===== src/rtl/prog_clk_gen_if.sv =====
// Configuration handshake bundle for the programmable clock generator.
// Combinational wires only; no latency of its own.
// The slave holds cfg_ready low while a configuration is waiting to be applied.
interface prog_clk_gen_if #(
  parameter int CNT_W = 8
);
  logic             cfg_valid;
  logic [CNT_W-1:0] cfg_period;
  logic [CNT_W-1:0] cfg_high;
  logic             cfg_ready;

  modport master (
    output cfg_valid,
    output cfg_period,
    output cfg_high,
    input  cfg_ready
  );

  modport slave (
    input  cfg_valid,
    input  cfg_period,
    input  cfg_high,
    output cfg_ready
  );
endinterface


===== src/rtl/prog_clk_gen.sv =====
// Programmable clock divider: period/high time set through a valid/ready port.
// clk_out and tick are registered, one clk_in cycle behind the counter.
// One configuration is held in shadow; cfg_ready drops until it applies at a wrap.
module prog_clk_gen #(
  parameter int CNT_W      = 8,
  parameter int DEF_PERIOD = 10,
  parameter int DEF_HIGH   = 6
) (
  input  logic            clk_in,
  input  logic            reset,
  input  logic            en,
  prog_clk_gen_if.slave   cfg,
  output logic            clk_out,
  output logic            tick,
  output logic            cfg_clamped
);

  localparam logic [CNT_W-1:0] DEF_P = CNT_W'(DEF_PERIOD);
  localparam logic [CNT_W-1:0] DEF_H = CNT_W'(DEF_HIGH);
  localparam logic [CNT_W-1:0] MIN_P = CNT_W'(2);
  localparam logic [CNT_W-1:0] ONE   = CNT_W'(1);

  logic [CNT_W-1:0] cnt;
  logic [CNT_W-1:0] act_period;
  logic [CNT_W-1:0] act_high;
  logic [CNT_W-1:0] shd_period;
  logic [CNT_W-1:0] shd_high;
  logic             pending;

  logic             wrap;
  logic             accept;
  logic             apply;
  logic             need_clamp;
  logic [CNT_W-1:0] req_period;
  logic [CNT_W-1:0] req_high;

  assign cfg.cfg_ready = !pending;

  // Decode wrap/accept/apply and condition the requested configuration.
  // A high time at or above the requested period saturates to the stored
  // period, so a clamped period still yields a constant-high output; a zero
  // high time always stays zero (constant-low output).
  always_comb begin
    wrap       = en && (cnt == act_period - ONE);
    accept     = cfg.cfg_valid && !pending;
    apply      = pending && (wrap || !en);
    need_clamp = cfg.cfg_period < MIN_P;
    req_period = need_clamp ? MIN_P : cfg.cfg_period;
    req_high   = cfg.cfg_high;
    if (cfg.cfg_high == '0) begin
      req_high = '0;
    end else if (cfg.cfg_high >= cfg.cfg_period) begin
      req_high = req_period;
    end
  end

  // Period counter and registered outputs; everything parks at 0 while disabled.
  always_ff @(posedge clk_in or posedge reset) begin
    if (reset) begin
      cnt     <= '0;
      clk_out <= 1'b0;
      tick    <= 1'b0;
    end else if (en) begin
      cnt     <= wrap ? '0 : cnt + ONE;
      clk_out <= (cnt < act_high);
      tick    <= wrap;
    end else begin
      cnt     <= '0;
      clk_out <= 1'b0;
      tick    <= 1'b0;
    end
  end

  // Active settings change only at a period boundary (or while stopped).
  always_ff @(posedge clk_in or posedge reset) begin
    if (reset) begin
      act_period <= DEF_P;
      act_high   <= DEF_H;
    end else if (apply) begin
      act_period <= shd_period;
      act_high   <= shd_high;
    end
  end

  // Shadow capture, pending flag and the clamp notification pulse.
  // accept needs !pending and apply needs pending, so they never coincide;
  // a configuration accepted on a wrap therefore waits for the next wrap.
  always_ff @(posedge clk_in or posedge reset) begin
    if (reset) begin
      shd_period  <= DEF_P;
      shd_high    <= DEF_H;
      pending     <= 1'b0;
      cfg_clamped <= 1'b0;
    end else begin
      cfg_clamped <= accept && need_clamp;
      if (accept) begin
        shd_period <= req_period;
        shd_high   <= req_high;
        pending    <= 1'b1;
      end else if (apply) begin
        pending    <= 1'b0;
      end
    end
  end

endmodule


===== src/flat_wrapper.sv =====
// flat-port wrapper written by rule: the top's interface ports become plain ports
module prog_clk_gen_flat 
#(
  parameter int CNT_W      = 8,
  parameter int DEF_PERIOD = 10,
  parameter int DEF_HIGH   = 6
)
  (clk_in, reset, en, clk_out, tick, cfg_clamped, cfg_cfg_valid, cfg_cfg_period, cfg_cfg_high, cfg_cfg_ready);
  prog_clk_gen_if #(.CNT_W(CNT_W)) cfg_i ();
  input  logic clk_in;
  input  logic reset;
  input  logic en;
  output logic clk_out;
  output logic tick;
  output logic cfg_clamped;
  input wire logic [$bits(cfg_i.cfg_valid)-1:0] cfg_cfg_valid;
  input wire logic [$bits(cfg_i.cfg_period)-1:0] cfg_cfg_period;
  input wire logic [$bits(cfg_i.cfg_high)-1:0] cfg_cfg_high;
  output wire logic [$bits(cfg_i.cfg_ready)-1:0] cfg_cfg_ready;
  assign cfg_i.cfg_valid = cfg_cfg_valid;
  assign cfg_i.cfg_period = cfg_cfg_period;
  assign cfg_i.cfg_high = cfg_cfg_high;
  assign cfg_cfg_ready = cfg_i.cfg_ready;
  prog_clk_gen #(.CNT_W(CNT_W), .DEF_PERIOD(DEF_PERIOD), .DEF_HIGH(DEF_HIGH)) u_core (.clk_in(clk_in), .reset(reset), .en(en), .cfg(cfg_i), .clk_out(clk_out), .tick(tick), .cfg_clamped(cfg_clamped));
endmodule

===== config.mk =====
export PLATFORM = sky130hd
export DESIGN_NAME = prog_clk_gen_flat
export DESIGN_NICKNAME = d
export VERILOG_FILES = /design/src/rtl/prog_clk_gen_if.sv /design/src/rtl/prog_clk_gen.sv /design/src/flat_wrapper.sv
export SDC_FILE = /design/constraint.sdc
export NUM_CORES = 1
export LEC_CHECK = 0
export CAP_MARGIN = 20
export CORE_ASPECT_RATIO = 0.8
export CORE_MARGIN = 10
export CORE_UTILIZATION = 37
export CTS_CLUSTER_DIAMETER = 30
export DETAILED_ROUTE_END_ITERATION = 12
export GPL_ROUTABILITY_DRIVEN = 0
export GPL_TIMING_DRIVEN = 0
export HOLD_SLACK_MARGIN = 0.05
export PLACE_DENSITY_LB_ADDON = 0.2
export SETUP_SLACK_MARGIN = 0.5
export SYNTH_ARGS = -nofsm -noshare
export SYNTH_HDL_FRONTEND = slang
export SYNTH_SLANG_ARGS = --single-unit

===== constraint.sdc =====
create_clock -name clk_in -period 2.71 [get_ports clk_in]
set_clock_uncertainty 0.05 [all_clocks]
set_input_delay 0.4065 -clock clk_in [delete_from_list [all_inputs] [get_ports clk_in]]
set_output_delay 0.4065 -clock clk_in [all_outputs]
set_load 0.02 [all_outputs]

==> impl_metrics.yaml <==
clock_network:
  path_clk_slew_ns: 0.08
  clockRootBuffer: "clkbuf_8"
  cts_tree: "yes"
  clk_path_buf_depth: 2
  cts_made_buffers: 5
  hold_buffers: 0
  numClockSinks: 44
  cts_max_level: 2
  clock_latency_ns: 0.30
global_routing:
  antenna_found_initial: 0
  gr-total-overflow: 0
  grt_pass1_vias: 1827
  grt_usage_pct: 10.82
  grt_pass1_wl_mm: 9.197
  grt_start_max_net_pins: 32
floorplan:
  ios: 24
  start_util_pct: 38.07
  die_x_um: 110.8
  core_um2: 6409
  dieArea_um2: 10260
  std_cell_rows: 26
  die_y_um: 92.63
yosys:
  synthesis.nets: 265
  synthAdderAreaFrac_pct: 8.718
  synth.most_common_cell: "dfrtp_1"
  synth_area_um2: 2440
  synth.mux.area_fraction_pct: 12.26
  synth.distinct_cells: 39
  synth_top_area_share_pct: 36.92
  synthTopCellsByArea: "dfrtp_1, ha_1, dfstp_2"
  synth_simple_gate_area_share_pct: 11.28
  yosys-top-cells-count: "dfrtp_1, inv_1, nand2_1"
  yosysSeqAreaShare_pct: 45.54
  syn_inst: 228
  synth_top_family_by_area: "multiplexers"
  synth_compound_area_share_pct: 12.10
  synth_edf_count: 0
  synthXorXnorAreaFrac_pct: 5.385
  synth-seq-cells: 44
  syn_avg_cell_area_um2: 10.70
  ys.flop_type: "dfrtp_1"
  synthArstFlopShare_pct: 100.0
  ys_warn_count: 0
  yosys.area.top_type: "dfrtp_1"
run:
  cap_violations: 0
sta:
  hold_viol: 0
  tightest_slew_ns: 0.5061
  setup_violations: 0
  relSlewSlack_pct: 66.26
  rsz0062_at_grt: "true"
  finalCriticalPeriod_ns: 2.571
  slew_viol_final: 0
  max_freq_mhz: 389.0
  fin_crit_sh_pct: 94.86
power_and_ir_drop:
  finalPower_uw: 2463
  cellPowerDensity_nw_per_um2: 797.9
  vdd_drop_max_mv: 0.3670
  p_leak_uw: 0.001475
placed_design:
  place_area_um2: 2839
  dp_cells: 336
  place_hpwl_mm: 4.077
  place.port_buffers: 23
routing:
  wl_per_cell_um: 15.50
  drc_errors: 0
  drt-initial-drc-count: 56
  totalWireLength_mm: 5.425
  first_pass_iters: 4
  via_count: 1723
  antenna_left: 0
  viasPerCell: 4.923
worst_hold_path:
  hold_class: "in -> async"
final_layout:
  instances_no_fill: 350
  finalCoreUtilization_pct: 48.16
  syn2layout_area_growth_pct: 26.51
  drive_above_1_share_pct: 25.56
  antenna_cells: 0
  postLayoutCellArea_um2: 3087
  final_nets: 302
critical_path:
  reg2reg_depth: 8
  start_kind: "register"
  crit_path_end_kind: "register"
  critPathRequiredTime_ns: 2.84
  crit_type: "reg -> reg"
  crit_path_max_fanout: 10
  cp.arrival_ns: 2.70
run_status:
  outcome: "completed"
## kinds of logic after synthesis
family / Yosys count
adders and majority gates: 17
buffers and inverters: 28
muxes: 24
xor gates and xnor gates: 15
DFF: 44
and+or+nand+nor: 60
AOI/OAI and AO/OA: 40
## through the flow
stage               TNS, ns  setup WS (ns)  hold WS [ns]
floorplan                 0         0.3511        0.3960
global placement    -0.2671        -0.1448        0.4137
detailed placement  -0.3677        -0.1695        0.4204
CTS                       0         0.1623        0.3364
global route              0        0.06812        0.3642
finish                    0         0.1392        0.3317
## registers in the layout, summed over array words and instances (netlist names)
signal and cells:
u_core.shd_high 8, u_core.shd_period 8, u_core.act_high 8, u_core.tick 1, u_core.pending 1, u_core.cnt 8, u_core.act_period 8, u_core.clk_out 1
u_core.cfg_clamped 1
## power breakdown
group | leakage [µW] | switching, µW | total [µW] | internal, µW
clock network | 0.0000445 | 220 | 427 | 207
registers | 0.000539 | 185 | 1070 | 889
logic | 0.000891 | 424 | 962 | 538
total | 0.00148 | 829 | 2460 | 1630
## placed cells by master (no fill, tap or decap), types with 8 or more instances in the layout
| cell | n |
|---|---|
| nand2_1 | 21 |
| o21ai_0 | 14 |
| dfrtp_1 | 35 |
| xor2_1 | 8 |
| inv_1 | 19 |
| nor2_1 | 9 |
| ha_1 | 16 |
| mux2_4 | 12 |
| clkdlybuf4s50_1 | 16 |
| dfstp_2 | 8 |
## routing by layer
metal / wire length [µm] / track usage [%]
met2: 2279 / 16.32
met4: 51 / 2.597
met5: 0 / 0
met1: 2852 / 14.72
met3: 242 / 3.288
## path summary, 6_finish.rpt
kind                            slack (ns)                               end                             start
worst max-delay path                  0.14    u_core.act_high[7]$_DFFE_PP0P_  u_core.act_period[1]$_DFFE_PP1P_
worst min-delay path                  0.33        u_core.pending$_DFFE_PP0P_                             reset
worst max register to register        0.14    u_core.act_high[7]$_DFFE_PP0P_  u_core.act_period[1]$_DFFE_PP1P_
worst min register to register        0.42    u_core.shd_high[1]$_DFFE_PP1P_    u_core.shd_high[1]$_DFFE_PP1P_
max in group asynchronous             1.74  u_core.shd_period[3]$_DFFE_PP1P_                             reset
min in group clk_in                   0.42  u_core.shd_period[4]$_DFFE_PP0P_                 cfg_cfg_period[4]
## cell type report
cell class / count / area (µm²)
tap: 84 / 105.1
buffer: 7 / 67.56
multi-input combinational: 156 / 1320
fill: 576 / 3322
sequential: 44 / 1112
inverter: 21 / 78.83
timing repair buffer: 30 / 309.0
clock inverter: 1 / 7.507
clock buffer: 7 / 86.33
## critical path, stage by stage, from the launching register on
cell,delay [ns]
dfstp_2,0.39
buf_6,0.12
or4_4,0.52
a2111oi_4,0.23
nor2_2,0.09
a2111oi_4,0.49
o21ai_4,0.11
buf_12,0.17
mux2_4,0.29
## timing repair
action | in CTS | in global routing
hold endpoints to repair | 0 | 0
setup endpoints to repair | 32 | 33
pin swaps | 11 | 4
setup buffers | 5 | 1
gates resized for setup | 22 | 16
(Power assumes the default switching activity.)
